$ cat src/rtl/ex_muldiv.sv
// ============================================================================
// Module   : ex_muldiv
// Purpose  : Iterative 32-cycle MULT/MULTU/DIV/DIVU unit owning HI/LO.
// Revision : 1.0  initial release
// ============================================================================
`default_nettype none

module ex_muldiv (
   input  logic        clk,
   input  logic        reset,
   input  logic        start,
   input  logic [1:0]  op,
   input  logic [31:0] a,
   input  logic [31:0] b,
   input  logic        mthi,
   input  logic        mtlo,
   input  logic        mf_req,
   output logic [31:0] hi,
   output logic [31:0] lo,
   output logic        busy,
   output logic        stall
);

   typedef enum logic [0:0] {
      IDLE = 1'b0,
      RUN  = 1'b1
   } state_t;

   state_t      state;
   state_t      state_next;
   logic [4:0]  cnt;
   logic [63:0] acc;
   logic [31:0] bmag;
   logic        div_op;
   logic        neg_main;
   logic        neg_rem;

   logic        is_signed;
   logic [31:0] amag_in;
   logic [31:0] bmag_in;
   logic [32:0] mul_sum;
   logic [63:0] mul_step;
   logic [32:0] div_trial;
   logic [32:0] div_diff;
   logic [63:0] div_step;
   logic [63:0] acc_step;
   logic [63:0] prod_fix;
   logic [31:0] quo_fix;
   logic [31:0] rem_fix;

   assign is_signed = ~op[0];
   assign amag_in   = (is_signed && a[31]) ? (32'd0 - a) : a;
   assign bmag_in   = (is_signed && b[31]) ? (32'd0 - b) : b;

   // Multiply: acc = {partial product, remaining multiplier bits}, LSB first.
   assign mul_sum  = {1'b0, acc[63:32]} + (acc[0] ? {1'b0, bmag} : 33'd0);
   assign mul_step = {mul_sum, acc[31:1]};

   // Restoring divide: acc = {remainder, dividend/quotient}, MSB first.
   assign div_trial = acc[63:31];
   assign div_diff  = div_trial - {1'b0, bmag};
   assign div_step  = div_diff[32] ? {div_trial[31:0], acc[30:0], 1'b0}
                                   : {div_diff[31:0],  acc[30:0], 1'b1};

   assign acc_step = div_op ? div_step : mul_step;
   assign prod_fix = neg_main ? (64'd0 - acc_step) : acc_step;
   assign quo_fix  = neg_main ? (32'd0 - acc_step[31:0]) : acc_step[31:0];
   assign rem_fix  = neg_rem  ? (32'd0 - acc_step[63:32]) : acc_step[63:32];

   assign busy  = (state == RUN);
   assign stall = busy & (start | mthi | mtlo | mf_req);

   always_ff @(posedge clk or posedge reset) begin
      if (reset) state <= IDLE;
      else       state <= state_next;
   end

   always_comb begin
      state_next = state;
      if (state == IDLE) begin
         if (start) state_next = RUN;
      end else begin
         if (cnt == 5'd31) state_next = IDLE;
      end
   end

   // Divide by zero: quotient sign is suppressed so LO stays all-ones, and the
   // remainder (|a| with a's sign restored) naturally reproduces a in HI.
   always_ff @(posedge clk or posedge reset) begin
      if (reset) begin
         cnt      <= 5'd0;
         acc      <= 64'd0;
         bmag     <= 32'd0;
         div_op   <= 1'b0;
         neg_main <= 1'b0;
         neg_rem  <= 1'b0;
         hi       <= 32'd0;
         lo       <= 32'd0;
      end else if (state == IDLE) begin
         if (start) begin
            div_op   <= op[1];
            acc      <= {32'd0, amag_in};
            bmag     <= bmag_in;
            neg_main <= is_signed & (a[31] ^ b[31]) & ~(op[1] & (b == 32'd0));
            neg_rem  <= is_signed & a[31] & op[1];
            cnt      <= 5'd0;
         end else begin
            if (mthi) hi <= a;
            if (mtlo) lo <= a;
         end
      end else begin
         cnt <= cnt + 5'd1;
         acc <= acc_step;
         if (cnt == 5'd31) begin
            if (div_op) begin
               hi <= rem_fix;
               lo <= quo_fix;
            end else begin
               hi <= prod_fix[63:32];
               lo <= prod_fix[31:0];
            end
         end
      end
   end

endmodule

`default_nettype wire

$ cat config.mk
export PLATFORM = sky130hd
export DESIGN_NAME = ex_muldiv
export DESIGN_NICKNAME = d
export VERILOG_FILES = /design/src/rtl/ex_muldiv.sv
export SDC_FILE = /design/constraint.sdc
export NUM_CORES = 1
export LEC_CHECK = 0
export BUFFER_PORTS_ARGS = -buffer_cell sky130_fd_sc_hd__buf_4
export CAP_MARGIN = 5
export CELL_PAD_IN_SITES_DETAIL_PLACEMENT = 0
export CELL_PAD_IN_SITES_GLOBAL_PLACEMENT = 1
export CORE_MARGIN = 2
export CORE_UTILIZATION = 46
export DETAILED_ROUTE_END_ITERATION = 16
export GPL_ROUTABILITY_DRIVEN = 1
export PLACE_DENSITY_LB_ADDON = 0.15
export SYNTH_ARGS = -nofsm -noshare
export SYNTH_HDL_FRONTEND = slang
export SYNTH_SLANG_ARGS = --single-unit
$ cat constraint.sdc
create_clock -name clk -period 7.2 [get_ports clk]
set_input_delay 0.72 -clock clk [delete_from_list [all_inputs] [get_ports clk]]
set_output_delay 0.72 -clock clk [all_outputs]
set_load 0.02 [all_outputs]
# [Word-level counts from Yosys, hierarchy flattened]
# Index checks and enable logic that the tools add are counted.
[totals] regBits=169 latch_bits=0 mem_bits_rw=0 romBits=0 out_inout_bits=66 word_cells=67 memories=0
[classes] addsub=8 mul=0 n_div=0 n_lt_le_gt_ge=0 n_eq_ne=3 shift=0 muxes=25 bitwise=13 n_reduce_logical=9
[ops] operator="two-way mux 32 bit" count=15
[ops] operator="two-way mux 64 bit" count=5
[ops] operator="subtractor 1 x 32 -> 32 bit (first input constant)" count=4
[ops] operator="subtractor 1 x 64 -> 64 bit (first input constant)" count=1
[ops] operator="adder 32 x 32 -> 33 bit" count=1
[ops] operator="subtractor 33 x 32 -> 33 bit" count=1
[ops] operator="zero test 32 bit" count=1
[ops] operator="two-way mux 5 bit" count=2
[ops] operator="bitwise AND 1 bit" count=6
[ops] operator="AND reduction 3 bit" count=2
[ops] operator="nonzero test 2 bit" count=3
[ops] operator="adder 5 x 1 -> 5 bit (second input constant)" count=1
[ops] operator="equality test 5 bit (second input constant)" count=1
[ops] operator="!= test 2 x 1 -> 1 bit (second input constant)" count=2
[ops] operator="two-way mux 1 bit" count=3
[ops] operator="NOT 1 bit" count=3
[ops] operator="bitwise OR 1 bit" count=3
[ops] operator="logical AND 1 bit" count=2
[ops] operator="AND reduction 2 bit" count=1
[ops] operator="bitwise XOR 1 bit" count=1

# [Longest topological paths before layout]
# Gate-level depths: netlist (run 1).
[logic_depth] word_depth=8 depth_mapped=23

# [Least setup slack after synthesis (run 1)]
# OpenSTA, ideal clock, no wires.
[synth_timing] path_type="flip-flop to flip-flop" from="reg div_op" to="reg hi[12]" arrival_ns=4.822 t_required_ns=7.066 setup_slack_ns=2.244 stages_incl_launch_ff=20 path_buffers=8 cell_sequence="dfrtp_1 buf_2 buf_1 buf_2 clkbuf_1 buf_1 clkbuf_1 buf_1 clkbuf_1 a21o_1 ha_1 nand2_1 or4_1 o311a_1 or4_4 a21boi_2 a21boi_1 xor2_1 a211oi_1 a21oi_1"
[synth_via] elab_chain_len=6
[synth_rtl] element="start, declared" line_no="34" source="logic div_op;"
[synth_rtl] element="start signal, assigned" line_no="101" source="div_op <= op[1];"
[synth_rtl] element="two-way mux 64 bit" line_no="65" source="assign acc_step = div_op ? div_step : mul_step;"
[synth_rtl] element="subtractor 1 x 64 -> 64 bit / subtractor 1 x 32 -> 32 bit (equally long branches)" line_no="66, 68"
[synth_rtl] element="two-way mux 64 bit / two-way mux 32 bit (equally long branches)" line_no="66, 68"
[synth_rtl] element="two-way mux 32 bit *" line_no="115" source="if (div_op) begin"
[synth_rtl] element="two-way mux 32 bit *" line_no="114" source="if (cnt == 5'd31) begin"
[synth_rtl] element="two-way mux 32 bit *" line_no="99" source="end else if (state == IDLE) begin"
[synth_rtl] element="end signal, assigned" line_no="116" source="hi <= rem_fix;"
[synth_rtl] element="end signal, assigned" line_no="119" source="hi <= prod_fix[63:32];"
[synth_rtl] element="end, declared" line_no="18" source="output logic [31:0] hi,"
# Mark *: on every way between the ends. The rest lies on a longest branch, timed or not. The select of a mux whose other input is x is not followed.
# A chain may end at the register's enable or synchronous reset.

# [Worst setup path in the final report (run 1)]
[layout_timing] from="reg acc[31]" to="reg hi[30]"
[layout_via] elab_chain_len=8
[layout_rtl] element="start, declared" line_no="32" source="logic [63:0] acc;"
[layout_rtl] element="start signal, assigned" line_no="102" source="acc <= {32'd0, amag_in};"
[layout_rtl] element="start signal, assigned" line_no="113" source="acc <= acc_step;"
[layout_rtl] element="subtractor 33 x 32 -> 33 bit" line_no="61" source="assign div_diff = div_trial - {1'b0, bmag};"
[layout_rtl] element="two-way mux 64 bit" line_no="62" source="assign div_step = div_diff[32] ? {div_trial[31:0], acc[30:0], 1'b0}"
[layout_rtl] element="two-way mux 64 bit *" line_no="65"
[layout_rtl] element="subtractor 1 x 64 -> 64 bit / subtractor 1 x 32 -> 32 bit (equally long branches)" line_no="66, 68"
[layout_rtl] element="two-way mux 64 bit / two-way mux 32 bit (equally long branches)" line_no="66, 68"
[layout_rtl] element="two-way mux 32 bit *" line_no="115"
[layout_rtl] element="two-way mux 32 bit *" line_no="114"
[layout_rtl] element="two-way mux 32 bit *" line_no="99"
# Marks and branches as above.

==> results of run 1 <==
placed cells by master (no fill, tap or decap), types with 56 or more instances in the layout:
cell	synthesis	final
a21oi_1	201	200
buf_4	0	157
dfrtp_1	169	167
ha_1	70	70
inv_1	57	56
nand2_1	250	248
nor2_1	160	160
o21ai_0	196	196
xnor2_1	91	91
xor2_1	70	70
worst register-to-register path, stage by stage, from the launching register on:
cell,delay [ns]
dfrtp_1,0.38
inv_1,0.11
ha_1,0.20
inv_1,0.06
fa_1,0.42
a211oi_1,0.39
o211ai_2,0.18
nand4_1,0.17
a21o_1,0.20
a311o_1,0.64
nor3_2,0.26
a21oi_1,0.23
ha_1,0.24
o21ai_0,0.12
or3_1,0.36
or3_1,0.41
or3_1,0.46
o31ai_2,0.54
and3_1,0.30
and3_1,0.22
a41oi_1,0.14
xor2_1,0.18
o21ai_0,0.14
cells by family (layout without fill, tap and decap cells):
group                      count (synthesis)  after routing
and+or+nand+nor                          672            672
muxes                                     73             73
buffers and inverters                    161            248
AOI/OAI and AO/OA                        611            611
xor gates and xnor gates                 161            161
adders and majority gates                 72             72
DFF                                      169            169
how the worst min path moves through the flow:
stage | cells after the start | end
detailed placement | 2 | hi[15]$_DFFE_PP0P_
floorplan | 2 | bmag[31]$_DFFE_PP0P_
finish | 2 | lo[6]$_DFFE_PP0P_
global route | 2 | lo[6]$_DFFE_PP0P_
global placement | 2 | lo[24]$_DFFE_PP0P_
CTS | 2 | lo[6]$_DFFE_PP0P_
layout make-up:
type,count,area [µm²]
Clock buffer,18,439.2
Clock inverter,14,138.9
Fill cell,3100,14930
Inverter,59,226.5
Multi-Input combinational cell,1589,9981
Sequential cell,169,4237
Tap cell,402,503.0
Timing Repair Buffer,157,1179
registers in the layout (all words and copies together), names as in the netlist:
register,cells
neg_main,1
hi,32
busy,1
div_op,1
bmag,32
lo,32
cnt,5
neg_rem,1
acc,64
metrics by stage:
| stage | util | worst slack (ns) |
|---|---|---|
| 3_3_place_gp | 0.5097 | 1.036 |
| 5_1_grt | 0.5280 | 0.3125 |
| 3_5_place_dp | 0.5097 | 0.8596 |
| 6_report | 0.5280 | 0.7896 |
| 2_1_floorplan | - | 1.905 |
| 4_1_cts | 0.5280 | 0.8552 |
cells in the mapped netlist (5+ instances only):
cell | count | share of area
a211oi_1 | 20 | 0.010
mux2_2 | 22 | 0.017
nor2b_1 | 19 | 0.0080
nand2b_1 | 10 | 0.0042
o21a_1 | 7 | 0.0035
o21bai_1 | 5 | 0.0025
and2_1 | 45 | 0.019
o22ai_1 | 13 | 0.0055
and3_1 | 12 | 0.0051
inv_1 | 57 | 0.014
or3_1 | 17 | 0.0072
o211ai_1 | 17 | 0.0086
ha_1 | 70 | 0.059
a41oi_1 | 5 | 0.0030
nand3b_1 | 8 | 0.0041
a21oi_1 | 201 | 0.068
nand2_1 | 250 | 0.063
xnor2_1 | 91 | 0.054
clkbuf_1 | 76 | 0.019
nor3b_1 | 21 | 0.011
o41ai_1 | 7 | 0.0041
nand3_1 | 30 | 0.010
or4_1 | 8 | 0.0041
nand4_1 | 12 | 0.0051
buf_1 | 17 | 0.0043
a21boi_0 | 5 | 0.0025
buf_2 | 8 | 0.0027
nor4_1 | 13 | 0.0055
a2111oi_0 | 5 | 0.0030
a31oi_1 | 21 | 0.0089
a21o_1 | 26 | 0.013
nor3_1 | 42 | 0.014
o31ai_1 | 30 | 0.015
a31o_2 | 6 | 0.0035
mux2i_1 | 51 | 0.034
xor2_1 | 70 | 0.041
nor2_1 | 160 | 0.041
dfrtp_1 | 169 | 0.29
o21ai_0 | 196 | 0.066
routing by layer:
layer  global-route usage  vias to the layer above  share of wire  wire, µm
met1               0.4002                     6778           0.45     22120
met4              0.08544                        0          0.023      1114
li1                     -                     7025              -         -
met2               0.4971                      536           0.47     23260
met3              0.03189                       78          0.055      2699
met5                    0                        -              0         0
==> reports/metrics.csv, run 1 <==
metric;value;unit
drc;0;
start_util;0.4683;
slowest_stage;a311o_1;
io_buffers;137;
syn_area;14820;µm²
diodes;0;
path_class;register to register;
finalSetupTns;0;ns
syn-num-nets;2063;
root_buffer;clkbuf_16;
path_delay_family;compound AO/OA/AOI/OAI gates;
drive_gt1_frac;0.1251;
rsz0062_at_grt;false;
r2r-start;acc[31]$_DFFE_PP0P_;
synth-adder-area-share;0.06182;
cp.depth;22;
synth.distinct_cells;81;
grt_pass1_wl;77860;µm
die_w;183.5;µm
cp_cell_sequence;inv_1 > ha_1 > inv_1 > fa_1 > a211oi_1 > o211ai_2 > nand4_1 > a21o_1 > a311o_1 > nor3_2 > a21oi_1 > ha_1 > o21ai_0 > or3_1 > or3_1 > or3_1 > o31ai_2 > and3_1 > and3_1 > a41oi_1 > xor2_1 > o21ai_0;
ys_ff_latch;169;
rrSetupSlack;0.79;ns
critPathLaunchType;register;
insertion_delay;0.45;ns
muxShareOfSynthArea;0.05118;
hold_path_class;input port to asynchronous set/reset pin;
holdWs;0.3473;ns
cts_buffer_depth;2;
grt_max_degree;77;
cp.arrival;6.76;ns
ys.warnings.count;0;
critPathLaunch;acc[31]$_DFFE_PP0P_;
worst_setup_path_end_kind;register;
drt_iter0_drc;1230;
ant_nets;0;
finalCritPeriodShare;0.8903;
yosysSeqAreaShare;0.2854;
post_drt_wl_per_cell;20.43;µm
place_congestion;0.9286;
dr.pass1.iters;5;
ys.flop_type;dfrtp_1;
track_usage;0.2950;
post-place-cells;2376;
cts-buffers-inserted;17;
rows;65;
path_max_fanout;11;
outcome;finished, final reports clean;
synth_compound_area_frac;0.2481;
nets;2137;
finClkSkew;0.01439;ns
syn_inst;1919;
antenna_found_initial;0;
synth_edf_count;0;
syn-mean-instance-area;7.720;µm²
die_area;33660;µm²
cts_tree;yes;
synth_xor_area_frac;0.09518;
fmax;156.0;MHz
postCtsSetupRepairBufs;0;
area_delta_synth_final;12.74;%
worstMarginPinSlew;1.122;ns
grt_overflow_total;0;
cts.hold.buffers_added;0;
viasPerCell;5.987;
dp_hpwl;36990;µm
clkSinkCount;169;
path_buf_inv;2;
synth-simple-area-share;0.2163;
period_minus_slack;6.410;ns
cts.clk_slew.worst_paths;0.07;ns
r2r_end;hi[30]$_DFFE_PP0P_;
hold_viol;0;
cts-resized-gates;0;
routed_wl;49190;µm
synth_top_family_by_area;compound AO/OA/AOI/OAI gates;
slew_headroom;0.2507;
core;31640;µm²
ioPinCount;138;
worstSetupEndpoint;hi[30]$_DFFE_PP0P_;
dpl-instance-area;16130;µm²
critical_path_required;7.55;ns
maxCapViolations;0;
htreeDepth;4;
die_h;183.5;µm
final_area;16700;µm²
vias;14417;
grt_pass1_vias;13931;
async_flop_share;1.000;
crit_top_cell;or3_1;
setup_viol;0;
critPathMaxStageDelay;0.64;ns
r2r_cells;22;
maxSlewViolCount;0;
fin_cells;2408;
Power of run 1 is not shown: default switching activity piles up to over one toggle a cycle in this logic, so the estimate is an artifact.
==> run 2: changes to the inputs <==
--- a/config.mk
+++ b/config.mk
@@ -9,8 +9,10 @@
 export CAP_MARGIN = 5
 export CELL_PAD_IN_SITES_DETAIL_PLACEMENT = 0
 export CELL_PAD_IN_SITES_GLOBAL_PLACEMENT = 1
+export CORE_ASPECT_RATIO = 1.2
 export CORE_MARGIN = 2
 export CORE_UTILIZATION = 46
+export CTS_BUF_LIST = sky130_fd_sc_hd__clkbuf_4
 export DETAILED_ROUTE_END_ITERATION = 16
 export GPL_ROUTABILITY_DRIVEN = 1
 export PLACE_DENSITY_LB_ADDON = 0.15
==> run 2 against run 1 <==
- worst setup slack better by 0.25 ns
- global-route usage up 0.13 points
- hold slack worse by 0.27 ns
- non-clock buffer count down 1
- design area down 1.4%
- core utilization down 1.3 points
- die area about the same
- wire length up 0.54%
- sequential share of layout area up 0.36 points
==> reports/metrics.csv, run 2 (synthesis results as in run 1) <==
metric;value;unit;change
start_util;0.4633;;-0.005038
slew_headroom;0.1567;;-0.09399
critical_path_required;7.76;ns;+0.21 ns
rows;72;;+11%
htreeDepth;4;;unchanged
finalCritPeriodShare;0.8555;;-0.03481
crit_top_cell;or3_1;;
path_delay_family;compound AO/OA/AOI/OAI gates;;
critPathLaunchType;register;;
cts_tree;yes;;
cts.clk_slew.worst_paths;0.16;ns;+0.09 ns
die_area;33660;µm²;about the same
grt_pass1_vias;14126;;+1.4%
insertion_delay;0.66;ns;+0.21 ns
cts_buffer_depth;2;;unchanged
final_common_cell;nand2_1;;
fmax;162.3;MHz;+4.1%
grt_pass1_wl;78880;µm;+1.3%
maxCapViolations;0;;unchanged
nets;2136;;-0.047%
cp_cell_sequence;inv_1 > ha_1 > inv_1 > fa_1 > a211oi_1 > o211ai_2 > nand4_1 > a21o_1 > a311o_1 > nor3_2 > a21oi_1 > ha_1 > o21ai_0 > or3_1 > or3_1 > or3_1 > o31ai_2 > and3_1 > and3_1 > a41oi_1 > xor2_1 > o21ai_0;;
routed_wl;49460;µm;+0.54%
use_met2;0.5102;;+0.01313
outcome;finished, final reports clean;;
worstMarginPinSlew;1.265;ns;+0.1433 ns
die_h;200.6;µm;+9.3%
grt_overflow_total;0;;unchanged
viasPerCell;5.949;;-0.64%
die_w;167.8;µm;-8.5%
vias;14349;;-0.47%
cts-resized-gates;0;;unchanged
grt.met1_usage;0.3829;;-0.01735
largest_reg_flops;64;;unchanged
io_buffers;137;;unchanged
post_drt_wl_per_cell;20.50;µm;+0.37%
path_class;register to register;;
area_delta_synth_final;11.16;%;
drc;0;;unchanged
hold_path_class;input port to asynchronous set/reset pin;;
maxSlewViolCount;0;;unchanged
worst_setup_path_end_kind;register;;
drive_gt1_frac;0.1238;;-0.001372
hold_viol;0;;unchanged
dp_hpwl;37380;µm;+1.0%
r2r-start;acc[31]$_DFFE_PP0P_;;
path_max_fanout;11;;unchanged
grt.busiest_layer;met2;;
met3_usage;0.02800;;-0.003897
finalSetupTns;0;ns;unchanged
clkSinkCount;169;;unchanged
postCtsSetupRepairBufs;0;;unchanged
place_congestion;0.9300;;+0.15%
slowest_stage;a311o_1;;
mostFrequentLayoutCells;nand2_1, a21oi_1, o21ai_0;;
period_minus_slack;6.160;ns;-0.2506 ns
core;31980;µm²;+1.1%
finClkSkew;0.02648;ns;+0.01209 ns
dr.pass1.iters;5;;unchanged
regMostFlops;acc;;
ioPinCount;138;;unchanged
grt_max_degree;78;;+1.3%
critPathMaxStageDelay;0.59;ns;-0.05 ns
track_usage;0.2963;;+0.001315
path_buf_inv;2;;unchanged
cp.arrival;6.72;ns;-0.04 ns
drt_iter0_drc;944;;-23%
cts.hold.buffers_added;0;;unchanged
rsz0062_at_grt;false;;
antenna_found_initial;1;;+1
cts-buffers-inserted;17;;unchanged
critPathLaunch;acc[31]$_DFFE_PP0P_;;
setup_viol;0;;unchanged
root_buffer;clkbuf_4;;
ant_nets;0;;unchanged
## run 2: worst paths after layout
kind | end | slack, ns | cells past startpoint
hold / removal | hi[17]$_DFFE_PP0P_ | 0.08 | 2
hold reg to reg | hi[1]$_DFFE_PP0P_ | 0.50 | 2
max in group asynchronous | busy$_DFF_PP0_ | 5.77 | 3
min in group clk | bmag[14]$_DFFE_PP0P_ | 0.35 | 3
setup reg to reg | hi[30]$_DFFE_PP0P_ | 1.04 | 22
setup / recovery | hi[30]$_DFFE_PP0P_ | 1.04 | 22
## run 2: cell type report
cell class | instances | area [µm²]
sequential | 169 | 4237
tap | 407 | 509.2
fill | 3222 | 15510
multi-input combinational | 1589 | 9981
clock buffer | 19 | 142.6
clock inverter | 12 | 200.2
inverter | 59 | 226.5
antenna | 1 | 2.502
timing repair buffer | 156 | 1171
## run 2: through the flow
step	area [µm²]	hold slack (ns)	util	std cells	worst slack [ns]
3_3_place_gp	16120	0.4602	0.5042	2380	1.241
6_report	16470	0.07591	0.5150	2412	1.040
3_5_place_dp	16120	0.4726	0.5042	2380	1.141
2_1_floorplan	14820	0.4629	-	1919	1.905
4_1_cts	16470	0.05848	0.5149	2411	1.112
5_1_grt	16470	0.09469	0.5150	2412	0.5267
## run 2: worst register-to-register path: stages (launching register included)
cell      delay (ns)
dfrtp_1         0.39
inv_1           0.09
ha_1            0.20
inv_1           0.06
fa_1            0.41
a211oi_1        0.34
o211ai_2        0.18
nand4_1         0.15
a21o_1          0.19
a311o_1         0.59
nor3_2          0.13
a21oi_1         0.22
ha_1            0.25
o21ai_0         0.11
or3_1           0.36
or3_1           0.42
or3_1           0.45
o31ai_2         0.55
and3_1          0.29
and3_1          0.24
a41oi_1         0.14
xor2_1          0.18
o21ai_0         0.14
## run 2: layer usage
layer	vias to the layer above	routed length (µm)
met5	-	0
met4	0	1539
met3	77	1954
met2	370	24260
met1	6883	21700
li1	7019	-
Power of run 2 is left out for the same reason.
